### src/rtl/mem_arb_pkg.sv
// Shared encodings for the memory port arbiter: FSM states and port/owner IDs.
package mem_arb_pkg;

  typedef logic [1:0] state_t;
  typedef logic [1:0] port_id_t;

  localparam state_t IDLE   = 2'd0;
  localparam state_t ACCESS = 2'd1;
  localparam state_t WAIT   = 2'd2;
  localparam state_t RESP   = 2'd3;

  localparam port_id_t PORT_NONE = 2'd0;
  localparam port_id_t PORT_I    = 2'd1;
  localparam port_id_t PORT_D    = 2'd2;
  localparam port_id_t PORT_M    = 2'd3;

endpackage

### src/rtl/rr_pick3.sv
// Combinational three-way round-robin picker; search starts at the port after last_grant.
module rr_pick3
  import mem_arb_pkg::*;
(
  input  logic [2:0] req,
  input  logic [1:0] last_grant,
  output logic [1:0] winner
);

  // req[0]=i, req[1]=d, req[2]=m; priority rotates i->d->m->i
  always_comb begin
    winner = PORT_NONE;
    case (last_grant)
      PORT_I: begin
        if (req[1])      winner = PORT_D;
        else if (req[2]) winner = PORT_M;
        else if (req[0]) winner = PORT_I;
      end
      PORT_D: begin
        if (req[2])      winner = PORT_M;
        else if (req[0]) winner = PORT_I;
        else if (req[1]) winner = PORT_D;
      end
      default: begin
        if (req[0])      winner = PORT_I;
        else if (req[1]) winner = PORT_D;
        else if (req[2]) winner = PORT_M;
      end
    endcase
  end

endmodule

### src/rtl/mem_port_arbiter.sv
// Round-robin arbiter sharing one single-port synchronous memory between
// fetch (i), load/store (d) and monitor (m) ports, with a fixed-latency access FSM.
module mem_port_arbiter
  import mem_arb_pkg::*;
#(
  parameter int unsigned AW  = 10,
  parameter int unsigned DW  = 32,
  parameter int unsigned LAT = 1
) (
  input  logic          clk,
  input  logic          rst,
  input  logic          i_req,
  input  logic          d_req,
  input  logic          m_req,
  input  logic [AW-1:0] i_addr,
  input  logic [AW-1:0] d_addr,
  input  logic [AW-1:0] m_addr,
  input  logic          d_we,
  input  logic          m_we,
  input  logic [DW-1:0] d_wdata,
  input  logic [DW-1:0] m_wdata,
  output logic          i_ack,
  output logic          d_ack,
  output logic          m_ack,
  output logic [DW-1:0] rdata,
  output logic          mem_en,
  output logic          mem_we,
  output logic [AW-1:0] mem_addr,
  output logic [DW-1:0] mem_wdata,
  input  logic [DW-1:0] mem_rdata,
  output logic [1:0]    owner,
  output logic          busy
);

  localparam logic [2:0] LAT_CNT = 3'(LAT);

  state_t        state;
  port_id_t      last_grant;
  port_id_t      winner;
  logic [2:0]    wait_cnt;
  logic          acc_we;
  logic [AW-1:0] sel_addr;
  logic [DW-1:0] sel_wdata;
  logic          sel_we;

  rr_pick3 u_pick (
    .req        ({m_req, d_req, i_req}),
    .last_grant (last_grant),
    .winner     (winner)
  );

  always_comb begin
    sel_addr  = i_addr;
    sel_wdata = '0;
    sel_we    = 1'b0;
    case (winner)
      PORT_D: begin
        sel_addr  = d_addr;
        sel_wdata = d_wdata;
        sel_we    = d_we;
      end
      PORT_M: begin
        sel_addr  = m_addr;
        sel_wdata = m_wdata;
        sel_we    = m_we;
      end
      default: ;
    endcase
  end

  // mem_en/mem_we are loaded on the IDLE->ACCESS edge so they appear in the
  // ACCESS cycle straight from flops; the latched address/data sit in mem_addr/mem_wdata.
  always_ff @(posedge clk or posedge rst) begin
    if (rst) begin
      state      <= IDLE;
      last_grant <= PORT_M;
      owner      <= PORT_NONE;
      busy       <= 1'b0;
      wait_cnt   <= '0;
      acc_we     <= 1'b0;
      i_ack      <= 1'b0;
      d_ack      <= 1'b0;
      m_ack      <= 1'b0;
      mem_en     <= 1'b0;
      mem_we     <= 1'b0;
      mem_addr   <= '0;
      mem_wdata  <= '0;
      rdata      <= '0;
    end else begin
      case (state)
        IDLE: begin
          if (winner != PORT_NONE) begin
            state      <= ACCESS;
            owner      <= winner;
            last_grant <= winner;
            busy       <= 1'b1;
            acc_we     <= sel_we;
            mem_en     <= 1'b1;
            mem_we     <= sel_we;
            mem_addr   <= sel_addr;
            mem_wdata  <= sel_wdata;
          end
        end
        ACCESS: begin
          mem_en   <= 1'b0;
          mem_we   <= 1'b0;
          wait_cnt <= LAT_CNT;
          state    <= WAIT;
        end
        WAIT: begin
          if (wait_cnt == 3'd1) begin
            if (!acc_we) rdata <= mem_rdata;
            i_ack <= (owner == PORT_I);
            d_ack <= (owner == PORT_D);
            m_ack <= (owner == PORT_M);
            state <= RESP;
          end else begin
            wait_cnt <= wait_cnt - 3'd1;
          end
        end
        default: begin
          i_ack <= 1'b0;
          d_ack <= 1'b0;
          m_ack <= 1'b0;
          owner <= PORT_NONE;
          busy  <= 1'b0;
          state <= IDLE;
        end
      endcase
    end
  end

endmodule

### config.mk
export PLATFORM = sky130hd
export DESIGN_NAME = mem_port_arbiter
export DESIGN_NICKNAME = d
export VERILOG_FILES = /design/src/rtl/mem_arb_pkg.sv /design/src/rtl/rr_pick3.sv /design/src/rtl/mem_port_arbiter.sv
export SDC_FILE = /design/constraint.sdc
export NUM_CORES = 1
export LEC_CHECK = 0
export ABC_AREA = 0
export CAP_MARGIN = 10
export CELL_PAD_IN_SITES_DETAIL_PLACEMENT = 0
export CELL_PAD_IN_SITES_GLOBAL_PLACEMENT = 1
export CORE_MARGIN = 1
export CORE_UTILIZATION = 30
export DETAILED_ROUTE_END_ITERATION = 12
export PLACE_DENSITY = 0.87
export SLEW_MARGIN = 20
export SYNTH_ARGS = -nofsm -noshare
export SYNTH_HDL_FRONTEND = slang
export SYNTH_SLANG_ARGS = --single-unit
### constraint.sdc
create_clock -name clk -period 3.6 [get_ports clk]
set_input_delay 0.72 -clock clk [delete_from_list [all_inputs] [get_ports clk]]
set_output_delay 0.72 -clock clk [all_outputs]
set_load 0.005 [all_outputs]
==> impl_metrics.tcl, run 1 <==
set metrics [dict create \
    grt_max_degree 72 \
    dieArea_um2 15000 \
    finalSetupTns_ns 0 \
    maxSlewHeadroom_pct 41.4 \
    viasPerCell 4.65 \
    clock_sinks 90 \
    row_count 43 \
    regToRegSetupSlack_ns 1.06 \
    register_area_um2 2250 \
    clk_pin_slew_ns 0.07 \
    min_from "mem_wdata[16]" \
    cts_buffers 9 \
    htree_levels 3 \
    antenna_left 0 \
    synthFlopType "dfrtp_1" \
    grt-ovfl-total 0 \
    synth.area.top_cells "dfrtp_1 51%, mux2_2 8.3%, mux2i_1 7.6%" \
    netlist_area_um2 4350 \
    hold_violations 0 \
    met3_usage_pct 3.95 \
    final_net_count 717 \
    synth_fp_nets 505 \
    cap_violations 0 \
    track_usage_pct 15.3 \
    rr_worst_depth 8 \
    wl_mm 11.5 \
    period_needed_ns 2.54 \
    cts_setup_buffers 0 \
    worstSetupPathType "reg2reg" \
    ys_ff_latch 90 \
    synth.top_cell.area_share_pct 50.6 \
    start_util_pct 31.0 \
    design.core.area_um2 14000 \
    min_path_type "reg2reg" \
    clockBufferDepth 2 \
    post_cts_resized 0 \
    avgRoutedWirePerCell_um 15.0 \
    use_met1_pct 18.3 \
    startpoint_type "register" \
    synth_top_cell_by_area "dfrtp_1" \
    grt_pass1_wl_mm 17.6 \
    area_growth_pct 59.9 \
    synth_edf_count 0 \
    yosysWarnings 0 \
    multi_input_area_um2 1910 \
    port_buffers 214 \
    pin_count 215 \
    postSynth.asyncResetShare_pct 100 \
    routabilityCongestion 0.770 \
    antenna_found_initial 0 \
    status "finished, final reports clean" \
    num-fill-cells 1248 \
    fin_crit_sh_pct 70.6 \
    endpoint_kind "register" \
    place_hpwl_mm 8.92 \
    insertion_delay_ns 0.34 \
    min_to "mem_wdata[16]" \
    yosysUniqueCellTypes 45 \
    required_ns 3.86 \
    first_global_vias 3591 \
    die_w_um 122 \
    drive_above_1_share_pct 19.4 \
    ys_seq_area_share_pct 51.8 \
    r2r_start "last_grant[0]" \
    total_power_mw 5.86 \
    tightest_slew_ns 0.878 \
    finalSetupViolCount 0 \
    postCtsHoldBufs 0 \
    first_pass_iters 4 \
    dr.first_iter.drc_count 159 \
    num_vias 3540 \
    fp.dieH_um 122 \
    p_leak_nw 2.92 \
    path_max_fanout 20 \
    maxSlewViolCount 0 \
    rsz0062_at_grt "no" \
    synth_cells 365 \
    diodes 0 \
    grt-busiest-layer "met2" \
    fin_skew_ns 0.0100 \
    root_buffer "clkbuf_16" \
    post-route-drc-count 0 \
    vdd_drop_max_mv 0.386 \
    grt_use_met2_pct 26.4 \
    r2r-end "mem_wdata[22]" \
    timing.fmax_mhz 394 \
    cts_tree "built" \
    syn_area_per_cell_um2 11.9 \
    cp_data_arrival_time_ns 2.80 \
    hold_depth 2 \
    pwr_density_cell_nw_per_um2 842 \
]
-- cells in the mapped netlist, types with 2 or more instances --
master,n
buf_4,5
a21oi_1,5
o21ai_2,20
ha_1,7
o21ai_1,15
a21o_1,2
nor2b_1,2
nand2_1,32
inv_1,11
a21boi_0,2
a222oi_1,2
nand3_1,17
nand2b_1,2
buf_6,8
buf_2,4
o31ai_1,2
o221a_2,8
o21ai_0,18
dfrtp_1,88
mux2i_1,33
mux2_2,32
buf_8,2
nor2_1,5
dfstp_2,2
nand2_2,20
o22a_1,2
-- registers in the layout, summed over array words and instances (netlist names) --
signal,cells
acc_we,1
i_ack,1
rdata,32
mem_en,1
last_grant,2
busy,1
m_ack,1
mem_addr,10
state,2
owner,2
d_ack,1
mem_wdata,32
mem_we,1
wait_cnt,3
-- layout by cell type, fill, tap and decap left out, types with 5 or more instances in the layout --
cell | netlist | routed
clkdlybuf4s50_1 | 0 | 214
ha_1 | 7 | 7
o21ai_1 | 15 | 15
o21ai_2 | 20 | 20
nand2_1 | 32 | 32
a21oi_1 | 5 | 5
o221a_2 | 8 | 8
inv_1 | 11 | 10
buf_4 | 5 | 5
nand3_1 | 17 | 17
dfrtp_1 | 88 | 88
clkbuf_16 | 0 | 9
mux2_2 | 32 | 32
nor2_1 | 5 | 5
nand2_2 | 20 | 20
mux2i_1 | 33 | 33
o21ai_0 | 18 | 18
-- report_power, final --
part	leakage [nW]	internal (mW)	total [mW]	switching [mW]
sequential	1.10	1.48	1.74	0.267
combinational	1.66	1.73	3.09	1.37
clock	0.155	0.646	1.02	0.378
total	2.92	3.85	5.86	2.01
-- critical path, cell delays in order, from the launching register on --
cell and delay, ns:
dfstp_2 0.55, inv_1 0.04, ha_1 0.41, or3_4 0.40, o31ai_4 0.10, or2_2 0.42, buf_4 0.35, nand2_1 0.09
o21ai_1 0.08
-- layer usage --
| metal | up-vias | wire length [um] |
|---|---|---|
| li1 | 1732 | - |
| met4 | 0 | 151 |
| met5 | - | 0 |
| met2 | 144 | 5600 |
| met1 | 1653 | 4880 |
| met3 | 11 | 829 |
-- worst max-delay path by stage --
stage                              from            end
final                     last_grant[0]  mem_wdata[22]
after global routing      last_grant[0]  mem_wdata[29]
after CTS                 last_grant[0]  mem_wdata[29]
after detailed placement          i_req  mem_wdata[29]
after global placement            i_req  last_grant[0]
after floorplan                     rst         acc_we
-- stage by stage --
step	hold WS (ns)	instances	utilization (%)	area, um2	setup slack (ns)
2_1_floorplan	0.450	365	-	4350	0.548
3_3_place_gp	0.467	746	47.2	6630	0.862
3_5_place_dp	0.471	746	47.2	6630	0.793
4_1_cts	0.485	762	49.6	6960	1.02
5_1_grt	0.506	762	49.6	6960	0.742
6_report	0.483	762	49.6	6960	1.06
-- area by class of cell --
cell class                 count  share of cell area (%)
clock inverter                 4                    1.08
sequential                    90                    32.4
tap                          180                    3.24
multi-input combinational    245                    27.4
timing repair buffer         220                    31.6
clock buffer                  12                    3.69
inverter                      11                   0.629
-- cell families (layout without fill, tap and decap cells) --
kind of cell	count (synthesis)	count (layout)	synth area share, %
buffers and inverters	30	247	5.03
AND/OR/NAND/NOR	87	87	10.6
multiplexers	65	65	15.9
adder cells (fa/ha/maj)	7	7	2.01
AO/OA/AOI/OAI	86	86	14.7
flip-flops	90	90	51.8
No activity file was read; power rests on OpenSTA's default activity.
==> run 2: changes to the inputs <==
--- a/config.mk
+++ b/config.mk
@@ -10,9 +10,9 @@
 export CELL_PAD_IN_SITES_DETAIL_PLACEMENT = 0
 export CELL_PAD_IN_SITES_GLOBAL_PLACEMENT = 1
 export CORE_MARGIN = 1
-export CORE_UTILIZATION = 30
+export CORE_UTILIZATION = 27
 export DETAILED_ROUTE_END_ITERATION = 12
-export PLACE_DENSITY = 0.87
+export PLACE_DENSITY = 0.83
 export SLEW_MARGIN = 20
 export SYNTH_ARGS = -nofsm -noshare
 export SYNTH_HDL_FRONTEND = slang
==> constraint.sdc (replaced) <==
create_clock -name clk -period 2.2 [get_ports clk]
set_input_delay 0.44 -clock clk [delete_from_list [all_inputs] [get_ports clk]]
set_output_delay 0.44 -clock clk [all_outputs]
set_load 0.005 [all_outputs]
==> impl_metrics.tcl, run 2 (synthesized netlist as in run 1, its figures left out) <==
set metrics [dict create \
    fin_crit_sh_pct 96.6 \
    status "finished, final reports clean" \
    cts_tree "built" \
    first_pass_iters 5 \
    area_growth_pct 68.4 \
    diodes 0 \
    p_leak_nw 3.08 \
    vdd_drop_max_mv 0.615 \
    final_net_count 742 \
    htree_levels 3 \
    row_count 46 \
    required_ns 2.43 \
    avgRoutedWirePerCell_um 15.0 \
    track_usage_pct 14.4 \
    antenna_left 0 \
    num_vias 3694 \
    pin_count 215 \
    clockBufferDepth 2 \
    place_hpwl_mm 9.07 \
    fin_skew_ns 0.00778 \
    finalSetupViolCount 0 \
    fp.dieH_um 129 \
    num-fill-cells 1452 \
    clk_pin_slew_ns 0.06 \
    start_util_pct 27.5 \
    dr.first_iter.drc_count 159 \
    design.core.area_um2 15800 \
    period_needed_ns 2.13 \
    timing.fmax_mhz 470 \
    maxSlewHeadroom_pct 75.2 \
    drive_above_1_share_pct 23.3 \
    tightest_slew_ns 0.369 \
    clock_sinks 90 \
    reg.largest.list "mem_wdata x32, rdata x32, mem_addr x10" \
    endpoint_kind "register" \
    cts_buffers 9 \
    dpl_cell_area_um2 6860 \
    startpoint_type "register" \
    dieArea_um2 16600 \
    grt_pass1_wl_mm 18.4 \
    port_buffers 214 \
    layout_commonest_cell "clkdlybuf4s50_1" \
    viasPerCell 4.50 \
    cap_violations 0 \
    first_global_vias 3744 \
    worstSetupPathType "reg2reg" \
    wl_mm 12.3 \
    antenna_found_initial 0 \
    grt_max_degree 33 \
    routabilityCongestion 0.784 \
    grt-ovfl-total 0 \
    maxSlewViolCount 0 \
    min_path_type "in2async" \
    die_w_um 129 \
    finish.instance_area_um2 7330 \
    post-route-drc-count 0 \
    insertion_delay_ns 0.34 \
    final_util_pct 46.3 \
    cp_data_arrival_time_ns 2.36 \
    path_max_fanout 7 \
    final_cell_mix "214 x clkdlybuf4s50_1, 88 x dfrtp_1, 32 x mux2_2, 32 x nand2_1, 32 x mux2i_1" \
    pwr_density_cell_nw_per_um2 1400 \
    hold_violations 0 \
    root_buffer "clkbuf_16" \
]
## run 2: changes by cell type in the layout (fill, tap and decap cells not counted), sizes merged
cell and change:
clkinvlp -1, clkbuf +1, clkinv +1, buf +22, nor2 +1, inv -1
## run 2: layout make-up
cell class | count | area (um2) | area share, %
inverters | 11 | 45.0 | 0.614
flip-flops and latches | 90 | 2250 | 30.8
well taps | 216 | 270 | 3.69
clock buffers | 11 | 243 | 3.31
clock inverters | 3 | 65.1 | 0.887
multi-input cells | 246 | 1950 | 26.6
repair buffers | 244 | 2510 | 34.2
## run 2: per-layer routing
layer,share of wire (%),global-route usage (%),vias up
li1,-,-,1782
met1,43,16.7,1741
met2,48,25.2,147
met3,6.3,3.33,24
met4,2.4,6.99,0
met5,0,0,-
## run 2: per-stage QoR
step	TNS (ns)	hold WS (ns)	std cells	setup slack, ns	total power, mW
floorplan	0	0.450	365	0.173	5.97
global placement	0	0.461	797	0.0375	8.11
detailed placement	-0.0783	0.470	797	-0.0276	8.30
CTS	0	0.433	811	0.00336	9.98
global route	-0.0767	0.464	821	-0.0339	11.0
finish	0	0.434	821	0.0744	10.3
## run 2: worst max-delay path, stage by stage (launching register included)
cell and delay (ns):
dfstp_2 0.54, inv_1 0.07, ha_4 0.26, a21boi_1 0.24, o32ai_4 0.14, buf_12 0.17, buf_4 0.15, nor2_2 0.21
nand3_1 0.11, o221a_2 0.13
## run 2: power by group
group | switching (mW) | total [mW] | internal (mW)
clock | 0.607 | 1.62 | 1.01
combinational | 2.47 | 5.84 | 3.37
sequential | 0.420 | 2.84 | 2.42
total | 3.50 | 10.3 | 6.79
## run 2: timing repair
| item | in CTS | in global routing |
|---|---|---|
| gates resized for setup | 0 | 11 |
| setup endpoints to repair | 0 | 40 |
| setup buffers | 0 | 6 |
| hold buffers | 0 | 0 |
## run 2: final timing paths
path                                from       endpoint  slack, ns  depth (start not counted)
setup / recovery           last_grant[0]    mem_addr[7]       0.07                          9
hold / removal                       rst    wait_cnt[2]       0.43                          2
setup reg to reg           last_grant[0]    mem_addr[7]       0.07                          9
hold reg to reg            mem_wdata[12]  mem_wdata[12]       0.48                          2
max in group asynchronous            rst  last_grant[0]       1.20                          3
min in group clk           mem_wdata[12]  mem_wdata[12]       0.48                          2
